### src/rtl/registro_id_ex_pkg.sv
// Shared decode/execute definitions: opcodes, control-bundle bit positions and the
// bundle type used by the control unit, the ID/EX register and the EXE/MEM stages.
package registro_id_ex_pkg;

    localparam logic [3:0] OP_NOP  = 4'b0000;
    localparam logic [3:0] OP_0001 = 4'b0001;
    localparam logic [3:0] OP_0010 = 4'b0010;
    localparam logic [3:0] OP_0011 = 4'b0011;
    localparam logic [3:0] OP_0100 = 4'b0100;
    localparam logic [3:0] OP_0101 = 4'b0101;
    localparam logic [3:0] OP_0110 = 4'b0110;
    localparam logic [3:0] OP_0111 = 4'b0111;
    localparam logic [3:0] OP_1000 = 4'b1000;
    localparam logic [3:0] OP_1001 = 4'b1001;
    localparam logic [3:0] OP_1010 = 4'b1010;
    localparam logic [3:0] OP_1011 = 4'b1011;
    localparam logic [3:0] OP_1100 = 4'b1100;
    localparam logic [3:0] OP_1101 = 4'b1101;
    localparam logic [3:0] OP_1110 = 4'b1110;
    localparam logic [3:0] OP_1111 = 4'b1111;

    // Vector load: the only opcode whose result is not forwardable from EXE.
    localparam logic [3:0] OP_VLOAD = OP_0011;

    localparam int CTRL_REG_RDV  = 15;
    localparam int CTRL_REG_RDS  = 14;
    localparam int CTRL_SEL_DEST = 13;
    localparam int CTRL_SEL_OP   = 12;
    localparam int CTRL_SEL_AD   = 11;
    localparam int CTRL_SEL_INT  = 10;
    localparam int CTRL_SUM_MEM  = 9;
    localparam int CTRL_SEL_MEM  = 8;
    localparam int CTRL_SEL_DATA = 7;
    localparam int CTRL_MEM_WR   = 6;
    localparam int CTRL_SEL_WB   = 5;
    localparam int CTRL_REG_WRV  = 4;
    localparam int CTRL_REG_WRS  = 3;

    typedef logic [15:0] ctrl_t;

    localparam ctrl_t BUBBLE_CTRL = 16'h0000;

    function automatic logic is_vload(input logic valid, input logic [3:0] opcode);
        return valid && (opcode == OP_VLOAD);
    endfunction

endpackage

### src/rtl/registro_id_ex_deteccion_riesgos.sv
// Load-use hazard detection against the load sitting in EX, plus the bubble counter
// that keeps fetch/decode frozen for LOAD_STALL cycles per hazard.
module deteccion_riesgos
    import registro_id_ex_pkg::*;
#(
    parameter int REG_AW     = 3,
    parameter int LOAD_STALL = 1
) (
    input  logic              clk,
    input  logic              rst_n,
    input  logic              i_valid,
    input  logic              i_reg_rdv,
    input  logic [REG_AW-1:0] i_src1,
    input  logic [REG_AW-1:0] i_src2,
    input  logic              i_ex_valid,
    input  logic [3:0]        i_ex_opcode,
    input  logic [REG_AW-1:0] i_ex_dst,
    input  logic              i_stall_ex,
    input  logic              i_flush,
    output logic              o_stall_id,
    output logic              o_insert_bubble
);

    localparam logic [2:0] C_STALL_INIT = 3'(LOAD_STALL - 1);

    logic [2:0] r_cnt;
    logic       w_cnt_busy;
    logic       w_haz;

    assign w_cnt_busy = (r_cnt != 3'd0);

    // Only examined while no earlier hazard is still being paid for.
    assign w_haz = !w_cnt_busy && i_valid && i_reg_rdv
                   && is_vload(i_ex_valid, i_ex_opcode)
                   && ((i_ex_dst == i_src1) || (i_ex_dst == i_src2));

    always_comb begin
        o_stall_id      = 1'b0;
        o_insert_bubble = 1'b0;
        if (i_flush) begin
            o_stall_id = 1'b0;
        end else if (i_stall_ex) begin
            o_stall_id = 1'b1;
        end else if (w_cnt_busy || w_haz) begin
            o_stall_id      = 1'b1;
            o_insert_bubble = 1'b1;
        end
    end

    always_ff @(posedge clk or negedge rst_n) begin
        if (!rst_n) begin
            r_cnt <= 3'd0;
        end else if (i_flush) begin
            r_cnt <= 3'd0;
        end else if (i_stall_ex) begin
            r_cnt <= r_cnt;
        end else if (w_cnt_busy) begin
            r_cnt <= r_cnt - 3'd1;
        end else if (w_haz) begin
            r_cnt <= C_STALL_INIT;
        end
    end

endmodule

### src/rtl/registro_id_ex.sv
// ID/EX pipeline register of the vector processor: captures the decoded control
// bundle and register addresses, inserting bubbles on load-use hazards and flushes.
module registro_id_ex
    import registro_id_ex_pkg::*;
#(
    parameter int REG_AW     = 3,
    parameter int LOAD_STALL = 1
) (
    input  logic              clk,
    input  logic              rst_n,
    input  logic              valid_in,
    input  logic [3:0]        opcode_in,
    input  logic [15:0]       ctrl_in,
    input  logic [REG_AW-1:0] src1_in,
    input  logic [REG_AW-1:0] src2_in,
    input  logic [REG_AW-1:0] dst_in,
    input  logic              stall_ex,
    input  logic              flush,
    output logic              ex_valid,
    output logic [3:0]        ex_opcode,
    output logic [15:0]       ex_ctrl,
    output logic [REG_AW-1:0] ex_src1,
    output logic [REG_AW-1:0] ex_src2,
    output logic [REG_AW-1:0] ex_dst,
    output logic              stall_id
);

    logic              r_ex_valid;
    logic [3:0]        r_ex_opcode;
    ctrl_t             r_ex_ctrl;
    logic [REG_AW-1:0] r_ex_src1;
    logic [REG_AW-1:0] r_ex_src2;
    logic [REG_AW-1:0] r_ex_dst;

    logic              w_stall_id;
    logic              w_insert_bubble;
    ctrl_t             w_ctrl_gated;

    deteccion_riesgos #(
        .REG_AW     (REG_AW),
        .LOAD_STALL (LOAD_STALL)
    ) u_deteccion_riesgos (
        .clk             (clk),
        .rst_n           (rst_n),
        .i_valid         (valid_in),
        .i_reg_rdv       (ctrl_in[CTRL_REG_RDV]),
        .i_src1          (src1_in),
        .i_src2          (src2_in),
        .i_ex_valid      (r_ex_valid),
        .i_ex_opcode     (r_ex_opcode),
        .i_ex_dst        (r_ex_dst),
        .i_stall_ex      (stall_ex),
        .i_flush         (flush),
        .o_stall_id      (w_stall_id),
        .o_insert_bubble (w_insert_bubble)
    );

    // An empty slot must never carry write enables into EXE/MEM.
    assign w_ctrl_gated = valid_in ? ctrl_in : BUBBLE_CTRL;

    always_ff @(posedge clk or negedge rst_n) begin
        if (!rst_n) begin
            r_ex_valid  <= 1'b0;
            r_ex_opcode <= OP_NOP;
            r_ex_ctrl   <= BUBBLE_CTRL;
            r_ex_src1   <= '0;
            r_ex_src2   <= '0;
            r_ex_dst    <= '0;
        end else if (flush || w_insert_bubble) begin
            r_ex_valid  <= 1'b0;
            r_ex_opcode <= OP_NOP;
            r_ex_ctrl   <= BUBBLE_CTRL;
            r_ex_src1   <= '0;
            r_ex_src2   <= '0;
            r_ex_dst    <= '0;
        end else if (!stall_ex) begin
            r_ex_valid  <= valid_in;
            r_ex_opcode <= opcode_in;
            r_ex_ctrl   <= w_ctrl_gated;
            r_ex_src1   <= src1_in;
            r_ex_src2   <= src2_in;
            r_ex_dst    <= dst_in;
        end
    end

    assign ex_valid  = r_ex_valid;
    assign ex_opcode = r_ex_opcode;
    assign ex_ctrl   = r_ex_ctrl;
    assign ex_src1   = r_ex_src1;
    assign ex_src2   = r_ex_src2;
    assign ex_dst    = r_ex_dst;
    assign stall_id  = w_stall_id;

endmodule

### config.mk
export PLATFORM = sky130hd
export DESIGN_NAME = registro_id_ex
export DESIGN_NICKNAME = d
export VERILOG_FILES = /design/src/rtl/registro_id_ex_pkg.sv /design/src/rtl/registro_id_ex_deteccion_riesgos.sv /design/src/rtl/registro_id_ex.sv
export SDC_FILE = /design/constraint.sdc
export NUM_CORES = 1
export LEC_CHECK = 0
export ABC_AREA = 1
export BUFFER_PORTS_ARGS = -buffer_cell sky130_fd_sc_hd__buf_2
export CAP_MARGIN = 20
export CORE_ASPECT_RATIO = 2
export CORE_MARGIN = 2
export CORE_UTILIZATION = 30
export DETAILED_ROUTE_END_ITERATION = 16
export PLACE_DENSITY = 0.59
export SLEW_MARGIN = 20
export SYNTH_ARGS = -nofsm -noshare
export SYNTH_HDL_FRONTEND = slang
export SYNTH_HIERARCHICAL = 1
export SYNTH_SLANG_ARGS = --single-unit
### constraint.sdc
create_clock -name clk -period 2.45 [get_ports clk]
set_input_delay 0.245 -clock clk [delete_from_list [all_inputs] [get_ports clk]]
set_output_delay 0.245 -clock clk [all_outputs]
set_load 0.005 [all_outputs]
==> metrics.log, run 1 <==
INFO  metric post-cts-setup-buffer-count = 0
INFO  metric report.power.total = 1.30 mW
INFO  metric yosys.area.top_type_share = 48.6%
INFO  metric fmax_achieved = 524 MHz
INFO  metric hold_class = input pin to asynchronous set/reset pin
INFO  metric clock_tree_from_tritoncts = built
INFO  metric placed_cell_area = 2030 um2
INFO  metric first_pass_iters = 4
INFO  metric synthesis.nets = 264
INFO  metric clock_network_latency_to_the_later_pin_of_the_worst_skew_pair = 0.29 ns
INFO  metric hold-worst-slack = 0.0252 ns
INFO  metric r2r_setup_slack = 0.54 ns
INFO  metric std_cell_rows = 38
INFO  metric cell_types_with_the_largest_area_share_after_synthesis = sky130_fd_sc_hd__dfrtp_1, sky130_fd_sc_hd__nand2_1, sky130_fd_sc_hd__nand3_1, sky130_fd_sc_hd__inv_1, sky130_fd_sc_hd__nor2_1
INFO  metric crit_type = register to register
INFO  metric most_frequent_cell_after_synthesis = sky130_fd_sc_hd__nand2_1
INFO  metric worstSetupEndpointType = register
INFO  metric global_route.usage.total = 14.3%
INFO  metric critical-path-top-delay-family = simple AND/OR/NAND/NOR gates
INFO  metric cell_occurring_most_often_along_the_worst_timing_path = sky130_fd_sc_hd__nand2_1
INFO  metric final_layout_size_suffix_gt1_share = 27.8%
INFO  metric timing_worst_slew_pin_value = 0.948 ns
INFO  metric clkSlewWorstSetupHoldPaths = 0.08 ns
INFO  metric cp_num_buf_inv = 1
INFO  metric ys_types = 17
INFO  metric finalHoldViolations = 0
INFO  metric wirelength = 4300 um
INFO  metric port_buffers = 64
INFO  metric final-seq-area = 826 um2
INFO  metric min_period = 1.91 ns
INFO  metric synth.ff_latch_count = 33
INFO  metric dieArea = 6320 um2
INFO  metric cp_data_arrival_time = 2.08 ns
INFO  metric floorplan.initialDensity = 31.1%
INFO  metric antenna_violating_nets_post_route = 0
INFO  metric grt_start_max_net_pins = 35
INFO  metric synthToLayoutAreaGrowth = 26.3%
INFO  metric fin_crit_sh = 77.9%
INFO  metric layout.core_utilization = 39.2%
INFO  metric cap_viol_max_count = 0
INFO  metric routed-via-count = 1616
INFO  metric buffer_cell_driving_the_clock_tree_root = sky130_fd_sc_hd__clkbuf_8
INFO  metric route.detailed.drc = 0
INFO  metric grt_pass1_wl = 7090 um
INFO  metric startpoint_types = register
INFO  metric post_cts_resize_count = 0
INFO  metric gp_routability_congestion = 0.775
INFO  metric rr_worst_depth = 11
INFO  metric synth_area = 1700 um2
INFO  metric cts_hold_buffers = 0
INFO  metric detailedRoute.firstIterationViolations = 51
INFO  metric top_level_ports = 65
INFO  metric ys_seq_area_share = 48.6%
INFO  metric maximum_vdd_ir_drop = 0.398 mV
INFO  metric postSynthAreaPerCell = 7.39 um2
INFO  metric synth_edf_count = 0
INFO  metric layout_cell_area_excl_fill = 2150 um2
INFO  metric cp.required = 2.62 ns
INFO  metric max_incr_delay_on_cp = 0.42 ns
INFO  metric outcome = finished clean
INFO  metric dp_hpwl = 3120 um
INFO  metric cts-buffers-inserted = 5
INFO  metric cp_max_fo = 34
INFO  metric die_w = 57.2 um
INFO  metric unrepaired_setup_endpoints_after_global_routing = no
INFO  metric timing.rr.start = u_deteccion_riesgos/r_cnt[0]
INFO  metric yosys.area.top_type = sky130_fd_sc_hd__dfrtp_1
INFO  metric post_drt_via_cell_ratio = 4.60
INFO  metric totalNegativeSetupSlack = 0 ns
INFO  metric cts_max_path_buffers = 2
INFO  metric layout.nets = 324
INFO  metric wl_per_cell = 12.2 um
INFO  metric fillCellCount = 589
INFO  metric cp_cell_sequence = nor2_2 -> nand4_1 -> nor2_1 -> nand2_1 -> nand2_1 -> nand2_1 -> nor2_1 -> nor2_4 -> buf_4 -> nand3_1 -> nand2_1
INFO  metric synthesis.instances = 230
INFO  metric ys_dominant_reg_cell = sky130_fd_sc_hd__dfrtp_1
INFO  metric numClockSinks = 33
INFO  metric htree_levels = 2
INFO  metric core = 5470 um2
INFO  metric critical_path.slowest_cell = sky130_fd_sc_hd__dfrtp_1
INFO  metric first_global_vias = 1514
INFO  metric multiInputGateArea = 677 um2
INFO  metric grt_antenna_before_repair = 0
INFO  metric grt_remaining_overflow = 0
INFO  metric max-slew-margin-rel = 36.8%
INFO  metric die-height = 110 um
INFO  metric n_antenna_cell = 0
INFO  metric final-max-slew-violation-count = 0
INFO  metric power_density = 607 nW/um2
INFO  metric critical_path.reg2reg.endpoint = ex_ctrl[2]
INFO  metric setup_viol_count_final = 0
INFO  metric static-leakage-power = 1.36 nW
INFO  metric yosys_warnings = 6
INFO  metric netlist_top_cells_count = sky130_fd_sc_hd__nand2_1, sky130_fd_sc_hd__nand3_1, sky130_fd_sc_hd__dfrtp_1
INFO  metric postSynth.asyncResetShare = 100%
INFO  metric worst_clock_skew = 0.00999 ns
==> registers in the layout, summed over array words and instances (netlist names) <==
signal	flops
ex_ctrl	16
ex_opcode	4
ex_dst	3
ex_src1	3
ex_src2	3
u_deteccion_riesgos/r_cnt	3
ex_valid	1
==> cell families (layout without fill, tap and decap cells) <==
kind of cell | count (synthesis) | in the layout | share of synthesized area (%)
AND/OR/NAND/NOR | 139 | 139 | 35.0
buffers and inverters | 43 | 104 | 11.9
flip-flops | 33 | 33 | 48.6
AO/OA/AOI/OAI | 15 | 15 | 4.57
==> through the flow <==
stage               cells  worst slack [ns]
floorplan             230             0.877
global placement      343             0.571
detailed placement    343             0.537
CTS                   351             0.516
global route          351             0.259
finish                351             0.541
==> per-layer routing <==
| layer | global-route usage (%) | wire length [um] | share of wire, % |
|---|---|---|---|
| met5 | 0 | 0 | 0 |
| met4 | 6.82 | 111 | 2.6 |
| met3 | 2.93 | 182 | 4.2 |
| met2 | 24.2 | 2320 | 54 |
| met1 | 16.6 | 1690 | 39 |
==> layout make-up <==
type	instances	area share, %
clock inverter	2	1.75
tap	60	3.50
sequential	33	38.5
multi-input combinational	154	31.5
inverter	30	5.25
clock buffer	6	3.85
timing repair buffer	66	15.6
==> where the power goes <==
group          internal [mW]  total, mW  switching, mW
logic                 0.0690      0.172          0.103
clock network          0.331      0.539          0.208
registers              0.572      0.592         0.0201
==> cell usage in the layout, fill, tap and decap left out, drive strengths merged <==
cell type,instances
nand2,66
buf,66
nand3,38
dfrtp,33
nor2,32
inv,30
o21ai,13
clkbuf,6
nand4,2
clkinvlp,1
bufinv,1
nor3,1
a21oi,1
a211oi,1
==> worst register-to-register path: stages, from the launching register on <==
cell                      delay [ns]
sky130_fd_sc_hd__dfrtp_1        0.42
sky130_fd_sc_hd__nor2_2         0.18
sky130_fd_sc_hd__nand4_1        0.11
sky130_fd_sc_hd__nor2_1         0.14
sky130_fd_sc_hd__nand2_1        0.10
sky130_fd_sc_hd__nand2_1        0.07
sky130_fd_sc_hd__nand2_1        0.06
sky130_fd_sc_hd__nor2_1         0.17
sky130_fd_sc_hd__nor2_4         0.11
sky130_fd_sc_hd__buf_4          0.25
sky130_fd_sc_hd__nand3_1        0.12
sky130_fd_sc_hd__nand2_1        0.08
==> worst max-delay path by stage <==
stage | start | cells after the start | endpoint
after CTS | ex_dst[1] | 13 | ex_ctrl[7]
after detailed placement | u_deteccion_riesgos/r_cnt[0] | 11 | ex_ctrl[7]
after global placement | valid_in | 11 | ex_ctrl[12]
after floorplan | u_deteccion_riesgos/r_cnt[0] | 12 | ex_ctrl[0]
final | u_deteccion_riesgos/r_cnt[0] | 11 | ex_ctrl[2]
after global routing | ex_dst[1] | 13 | ex_ctrl[12]
(Power assumes the default switching activity.)
==> run 2, diff against run 1 <==
clock period = 2 ns   (was 2.45 ns; I/O delays follow)
==> run 2 against run 1 <==
- via count is 3.1% higher
- register-to-register slack worse by 0.33 ns
- cell count is 1.1% higher
- critical endpoint is now ex_ctrl[10]
- wire length is 4.0% higher
- clock skew is 0.0013 ns lower
- design area is 2.0% higher
- critical path depth is 1 lower
- core utilization is 0.78 points higher
- combinational power is 27% higher
- die area stayed put
- critical path type unchanged
- global-route usage is 0.77 points higher
- sequential power is 22% higher
- highest routed layer unchanged
==> metrics.log, run 2 (synthesis results as in run 1) <==
INFO  metric largest_reg_flops = 16
INFO  metric hold-worst-slack = 0.171 ns
INFO  metric numClockSinks = 33
INFO  metric worst_setup_path_startpoint = u_deteccion_riesgos/r_cnt[0]
INFO  metric met1_usage = 18.0%
INFO  metric critical_path.reg2reg.endpoint = ex_ctrl[10]
INFO  metric netSwitchingPower = 395 uW
INFO  metric grt_remaining_overflow = 0
INFO  metric dieArea = 6320 um2
INFO  metric layout.nets = 328
INFO  metric top_level_ports = 65
INFO  metric layout_cell_area_excl_fill = 2190 um2
INFO  metric finalHoldViolations = 0
INFO  metric core = 5470 um2
INFO  metric wirelength = 4470 um
INFO  metric hold_class = input pin to register
INFO  metric min_to = ex_opcode[3]
INFO  metric hold_path.startpoint = opcode_in[3]
INFO  metric startpoint_types = register
INFO  metric fmax_achieved = 559 MHz
INFO  metric cell_occurring_most_often_along_the_worst_timing_path = sky130_fd_sc_hd__nand2_1
INFO  metric cts_max_path_buffers = 2
INFO  metric first_pass_iters = 6
INFO  metric power_density = 726 nW/um2
INFO  metric maximum_vdd_ir_drop = 0.399 mV
INFO  metric gr-max-usage-layer = met2
INFO  metric final-max-slew-violation-count = 0
INFO  metric final_cell_mix = sky130_fd_sc_hd__nand2_1, sky130_fd_sc_hd__buf_2, sky130_fd_sc_hd__nand3_1
INFO  metric crit_type = register to register
INFO  metric cp.depth = 10
INFO  metric sw_frac_of_total = 24.8%
INFO  metric grt_pass1_wl = 7480 um
INFO  metric p_comb_share = 13.8%
INFO  metric route.detailed.drc = 0
INFO  metric placed_cell_area = 2030 um2
INFO  metric worst_clock_skew = 0.00873 ns
INFO  metric grt_antenna_before_repair = 0
INFO  metric fin_crit_sh = 89.5%
INFO  metric setup_viol_count_final = 0
INFO  metric cp_max_fo = 11
INFO  metric critical-path-top-delay-family = simple AND/OR/NAND/NOR gates
INFO  metric floorplan.initialDensity = 31.1%
INFO  metric std_cell_rows = 38
INFO  metric antenna_violating_nets_post_route = 0
INFO  metric cp_num_buf_inv = 0
INFO  metric static-leakage-power = 1.38 nW
INFO  metric post_drt_via_cell_ratio = 4.69
INFO  metric gp_routability_congestion = 0.717
INFO  metric max-slew-margin-rel = 35.6%
INFO  metric buffer_cell_driving_the_clock_tree_root = sky130_fd_sc_hd__clkbuf_8
INFO  metric wl_per_cell = 12.6 um
INFO  metric clkSlewWorstSetupHoldPaths = 0.07 ns
INFO  metric dp_hpwl = 3070 um
INFO  metric first_global_vias = 1619
INFO  metric fillCellCount = 589
INFO  metric cp_cell_sequence = nor2_2 -> nand4_1 -> nor2_1 -> nand2_1 -> nand2_1 -> nand2_1 -> nor2_4 -> nor2_2 -> nand3_1 -> nand2_1
INFO  metric timing.rr.start = u_deteccion_riesgos/r_cnt[0]
INFO  metric rr_worst_depth = 10
INFO  metric n_antenna_cell = 0
INFO  metric hold_path_depth = 3
INFO  metric totalNegativeSetupSlack = 0 ns
INFO  metric timing_worst_slew_pin_value = 0.964 ns
INFO  metric synthToLayoutAreaGrowth = 28.8%
INFO  metric cap_viol_max_count = 0
INFO  metric use_met3 = 3.28%
INFO  metric htree_levels = 2
INFO  metric cts-buffers-inserted = 5
INFO  metric clock_network_latency_to_the_later_pin_of_the_worst_skew_pair = 0.29 ns
INFO  metric worstSetupEndpointType = register
INFO  metric pwr-share-clk = 40.6%
INFO  metric final_layout_size_suffix_gt1_share = 28.5%
INFO  metric unrepaired_setup_endpoints_after_global_routing = no
INFO  metric cp_data_arrival_time = 1.96 ns
INFO  metric clock_tree_from_tritoncts = built
INFO  metric power_report.internal_total = 1.19 mW
INFO  metric outcome = finished clean
INFO  metric die-height = 110 um
INFO  metric port_buffers = 64
INFO  metric critical_path.slowest_cell = sky130_fd_sc_hd__dfrtp_1
INFO  metric grt.met2_usage = 24.8%
INFO  metric die_w = 57.2 um
INFO  metric max_incr_delay_on_cp = 0.42 ns
INFO  metric routed-via-count = 1666
INFO  metric power.sequential.fraction = 45.6%
INFO  metric cp.required = 2.17 ns
INFO  metric r2r_setup_slack = 0.21 ns
INFO  metric min_period = 1.79 ns
INFO  metric detailedRoute.firstIterationViolations = 61
INFO  metric grt_start_max_net_pins = 34
INFO  metric global_route.usage.total = 15.1%
## run 2: changes by cell type in the layout (fill, tap and decap cells not counted)
cell,previous run,this run
sky130_fd_sc_hd__dlygate4sd3_1,0,1
sky130_fd_sc_hd__nor2_1,29,28
sky130_fd_sc_hd__nor2_4,1,4
sky130_fd_sc_hd__clkbuf_1,0,1
sky130_fd_sc_hd__clkinvlp_4,1,0
sky130_fd_sc_hd__nor2_2,2,3
## run 2: worst reg2reg max path: stages (launching register included)
cell                      delay (ns)
sky130_fd_sc_hd__dfrtp_1        0.42
sky130_fd_sc_hd__nor2_2         0.18
sky130_fd_sc_hd__nand4_1        0.12
sky130_fd_sc_hd__nor2_1         0.13
sky130_fd_sc_hd__nand2_1        0.09
sky130_fd_sc_hd__nand2_1        0.07
sky130_fd_sc_hd__nand2_1        0.10
sky130_fd_sc_hd__nor2_4         0.24
sky130_fd_sc_hd__nor2_2         0.16
sky130_fd_sc_hd__nand3_1        0.11
sky130_fd_sc_hd__nand2_1        0.07
## run 2: area by class of cell
cell class | instances | area (um2) | area share [%]
repair buffers | 67 | 345 | 15.8
multi-input cells | 157 | 713 | 32.6
flip-flops and latches | 33 | 826 | 37.7
well taps | 60 | 75.1 | 3.43
clock inverters | 1 | 30.0 | 1.37
clock buffers | 7 | 86.3 | 3.95
inverters | 30 | 113 | 5.15
## run 2: metal layers
| layer | up-vias | share of wire (%) |
|---|---|---|
| met3 | 6 | 4.9 |
| met2 | 53 | 53 |
| met1 | 768 | 41 |
| li1 | 839 | - |
| met5 | - | 0 |
| met4 | 0 | 1.8 |
## run 2: repair_timing
| item | in CTS | in global routing |
|---|---|---|
| resized for setup | 1 | 3 |
| hold endpoints to repair | 8 | 0 |
| pin swaps | 1 | 2 |
| setup endpoints to repair | 30 | 30 |
| setup buffers | 0 | 0 |
| cloned | 1 | 2 |
| hold buffers | 1 | 0 |
## run 2: power groups by stage
| stage | logic (mW) | clock network [mW] | registers [mW] |
|---|---|---|---|
| 4_1_cts | 0.222 | 0.670 | 0.726 |
| 5_1_grt | 0.255 | 0.690 | 0.730 |
| 3_5_place_dp | 0.217 | 0 | 0.738 |
| 2_1_floorplan | 0.112 | 0 | 0.739 |
| 3_3_place_gp | 0.215 | 0 | 0.738 |
| 6_report | 0.219 | 0.646 | 0.725 |
## run 2: per-stage QoR
stage	power (mW)	util (%)	cells	setup WS, ns
floorplan	0.851	-	230	0.427
global placement	0.952	37.0	343	-0.101
detailed placement	0.955	37.0	343	-0.192
CTS	1.62	39.6	353	0.00382
global route	1.67	40.0	355	0.0169
finish	1.59	40.0	355	0.210
## run 2: worst max path at each step
stage | end | slack [ns]
2_1_floorplan | ex_ctrl[0] | 0.43
3_3_place_gp | ex_src2[2] | -0.10
3_5_place_dp | ex_src1[1] | -0.19
4_1_cts | ex_ctrl[2] | 0.004
5_1_grt | ex_ctrl[8] | 0.02
6_report | ex_ctrl[10] | 0.21
==> run 3, diff against run 2 <==
CTS_BUF_LIST = sky130_fd_sc_hd__clkbuf_8   (was not set)
==> run 3 against run 2 <==
- hold slack unchanged
- combinational power about the same
- core utilization did not move
==> metrics.log, run 3 (synthesis results as in run 1) <==
INFO  metric min_period = 1.79 ns
INFO  metric grt_start_max_net_pins = 34
INFO  metric global_route.usage.total = 15.1%
INFO  metric dp_hpwl = 3070 um
INFO  metric std_cell_rows = 38
INFO  metric cp_data_arrival_time = 1.96 ns
INFO  metric cp.depth = 10
INFO  metric grt_pass1_wl = 7480 um
INFO  metric detailedRoute.firstIterationViolations = 61
INFO  metric clkSlewWorstSetupHoldPaths = 0.07 ns
INFO  metric unrepaired_setup_endpoints_after_global_routing = no
INFO  metric post-cts-setup-buffer-count = 0
INFO  metric top_level_ports = 65
INFO  metric route.layer.met1.wl = 1820 um
INFO  metric finalHoldViolations = 0
INFO  metric floorplan.initialDensity = 31.1%
INFO  metric grt_antenna_before_repair = 0
INFO  metric timing_worst_slew_pin_value = 0.964 ns
INFO  metric dieArea = 6320 um2
INFO  metric detailroute.wirelength.met2 = 2350 um
INFO  metric maximum_vdd_ir_drop = 0.399 mV
INFO  metric critical-path-top-delay-family = simple AND/OR/NAND/NOR gates
INFO  metric wl_per_cell = 12.6 um
INFO  metric gp_routability_congestion = 0.717
INFO  metric max_incr_delay_on_cp = 0.42 ns
INFO  metric routed-via-count = 1665
INFO  metric layout_cell_area_excl_fill = 2190 um2
INFO  metric htree_levels = 2
INFO  metric setup_viol_count_final = 0
INFO  metric first_global_vias = 1619
INFO  metric r2r_setup_slack = 0.21 ns
INFO  metric clock_tree_from_tritoncts = built
INFO  metric placed_insts = 343
INFO  metric antenna_violating_nets_post_route = 0
INFO  metric cp_cell_sequence = nor2_2 -> nand4_1 -> nor2_1 -> nand2_1 -> nand2_1 -> nand2_1 -> nor2_4 -> nor2_2 -> nand3_1 -> nand2_1
INFO  metric port_buffers = 64
INFO  metric fmax_achieved = 559 MHz
INFO  metric final-max-slew-violation-count = 0
INFO  metric n_antenna_cell = 0
INFO  metric final_cell_mix = sky130_fd_sc_hd__nand2_1, sky130_fd_sc_hd__buf_2, sky130_fd_sc_hd__nand3_1
INFO  metric min_to = ex_opcode[3]
INFO  metric hold-worst-slack = 0.171 ns
INFO  metric hold_path_depth = 3
INFO  metric hold_path.startpoint = opcode_in[3]
INFO  metric clock_network_latency_to_the_later_pin_of_the_worst_skew_pair = 0.29 ns
INFO  metric die-height = 110 um
INFO  metric post_drt_via_cell_ratio = 4.69
INFO  metric layout.nets = 328
INFO  metric layout.core_utilization = 40.0%
INFO  metric cts_max_path_buffers = 2
INFO  metric cp.required = 2.17 ns
INFO  metric static-leakage-power = 1.38 nW
INFO  metric worst_clock_skew = 0.00873 ns
INFO  metric numClockSinks = 33
INFO  metric power_density = 724 nW/um2
INFO  metric dr.max_layer_used = met4
INFO  metric grt_remaining_overflow = 0
INFO  metric die_w = 57.2 um
INFO  metric cp_max_fo = 11
INFO  metric fin_crit_sh = 89.5%
INFO  metric critical_path.slowest_cell = sky130_fd_sc_hd__dfrtp_1
INFO  metric critical_path.reg2reg.endpoint = ex_ctrl[10]
INFO  metric timing.rr.start = u_deteccion_riesgos/r_cnt[0]
INFO  metric final_layout_size_suffix_gt1_share = 28.5%
INFO  metric first_pass_iters = 6
INFO  metric buffer_cell_driving_the_clock_tree_root = sky130_fd_sc_hd__clkbuf_8
INFO  metric crit_type = register to register
INFO  metric worstSetupEndpointType = register
INFO  metric cts-buffers-inserted = 5
INFO  metric placed_cell_area = 2030 um2
INFO  metric detailroute.wirelength.met3 = 220 um
INFO  metric cp_num_buf_inv = 0
INFO  metric hold_class = input pin to register
INFO  metric final-instance-count-excl-fill = 355
INFO  metric synthToLayoutAreaGrowth = 28.8%
INFO  metric largest_reg_flops = 16
INFO  metric rr_worst_depth = 10
INFO  metric core = 5470 um2
INFO  metric max-slew-margin-rel = 35.6%
INFO  metric route.detailed.drc = 0
INFO  metric startpoint_types = register
INFO  metric cap_viol_max_count = 0
INFO  metric outcome = finished clean
INFO  metric wirelength = 4470 um
INFO  metric cell_occurring_most_often_along_the_worst_timing_path = sky130_fd_sc_hd__nand2_1
-- run 3: power by group --
group,switching [mW],internal [mW],total (mW)
clock network,0.240,0.401,0.641
registers,0.0240,0.701,0.725
logic,0.131,0.0873,0.219
total,0.395,1.19,1.58
-- run 3: metal layers --
layer,vias up,global-route usage (%)
li1,839,-
met1,767,18.0
met2,53,24.8
met5,-,0
met3,6,3.28
met4,0,7.29
-- run 3: worst register-to-register path: stages (launching register included) --
cell	delay, ns
sky130_fd_sc_hd__dfrtp_1	0.42
sky130_fd_sc_hd__nor2_2	0.18
sky130_fd_sc_hd__nand4_1	0.12
sky130_fd_sc_hd__nor2_1	0.13
sky130_fd_sc_hd__nand2_1	0.09
sky130_fd_sc_hd__nand2_1	0.07
sky130_fd_sc_hd__nand2_1	0.10
sky130_fd_sc_hd__nor2_4	0.24
sky130_fd_sc_hd__nor2_2	0.16
sky130_fd_sc_hd__nand3_1	0.11
sky130_fd_sc_hd__nand2_1	0.07
-- run 3: final cells by class --
class	count	area, um2
repair buffers	67	345
flip-flops and latches	33	826
clock buffers	6	82.6
well taps	60	75.1
clock inverters	2	33.8
multi-input cells	157	713
fillers	589	3280
inverters	30	113
-- run 3: metrics by stage --
stage | power, mW | setup TNS, ns | setup slack, ns
finish | 1.58 | 0 | 0.211
global route | 1.67 | 0 | 0.0169
CTS | 1.61 | 0 | 0.00382
detailed placement | 0.955 | -3.14 | -0.192
global placement | 0.952 | -1.09 | -0.101
floorplan | 0.851 | 0 | 0.427
-- run 3: worst max-delay path by stage --
stage,startpoint,to
after floorplan,u_deteccion_riesgos/r_cnt[0],ex_ctrl[0]
after global placement,u_deteccion_riesgos/r_cnt[0],ex_src2[2]
after detailed placement,u_deteccion_riesgos/r_cnt[0],ex_src1[1]
after CTS,u_deteccion_riesgos/r_cnt[0],ex_ctrl[2]
after global routing,u_deteccion_riesgos/r_cnt[0],ex_ctrl[8]
final,u_deteccion_riesgos/r_cnt[0],ex_ctrl[10]
-- run 3: timing repair --
item	4_1_cts	5_1_grt
endpoints found under the hold margin	9	0
resized for setup	1	3
hold buffers	1	0
setup endpoints to repair	30	30
gates cloned	1	2
pin swaps	1	2
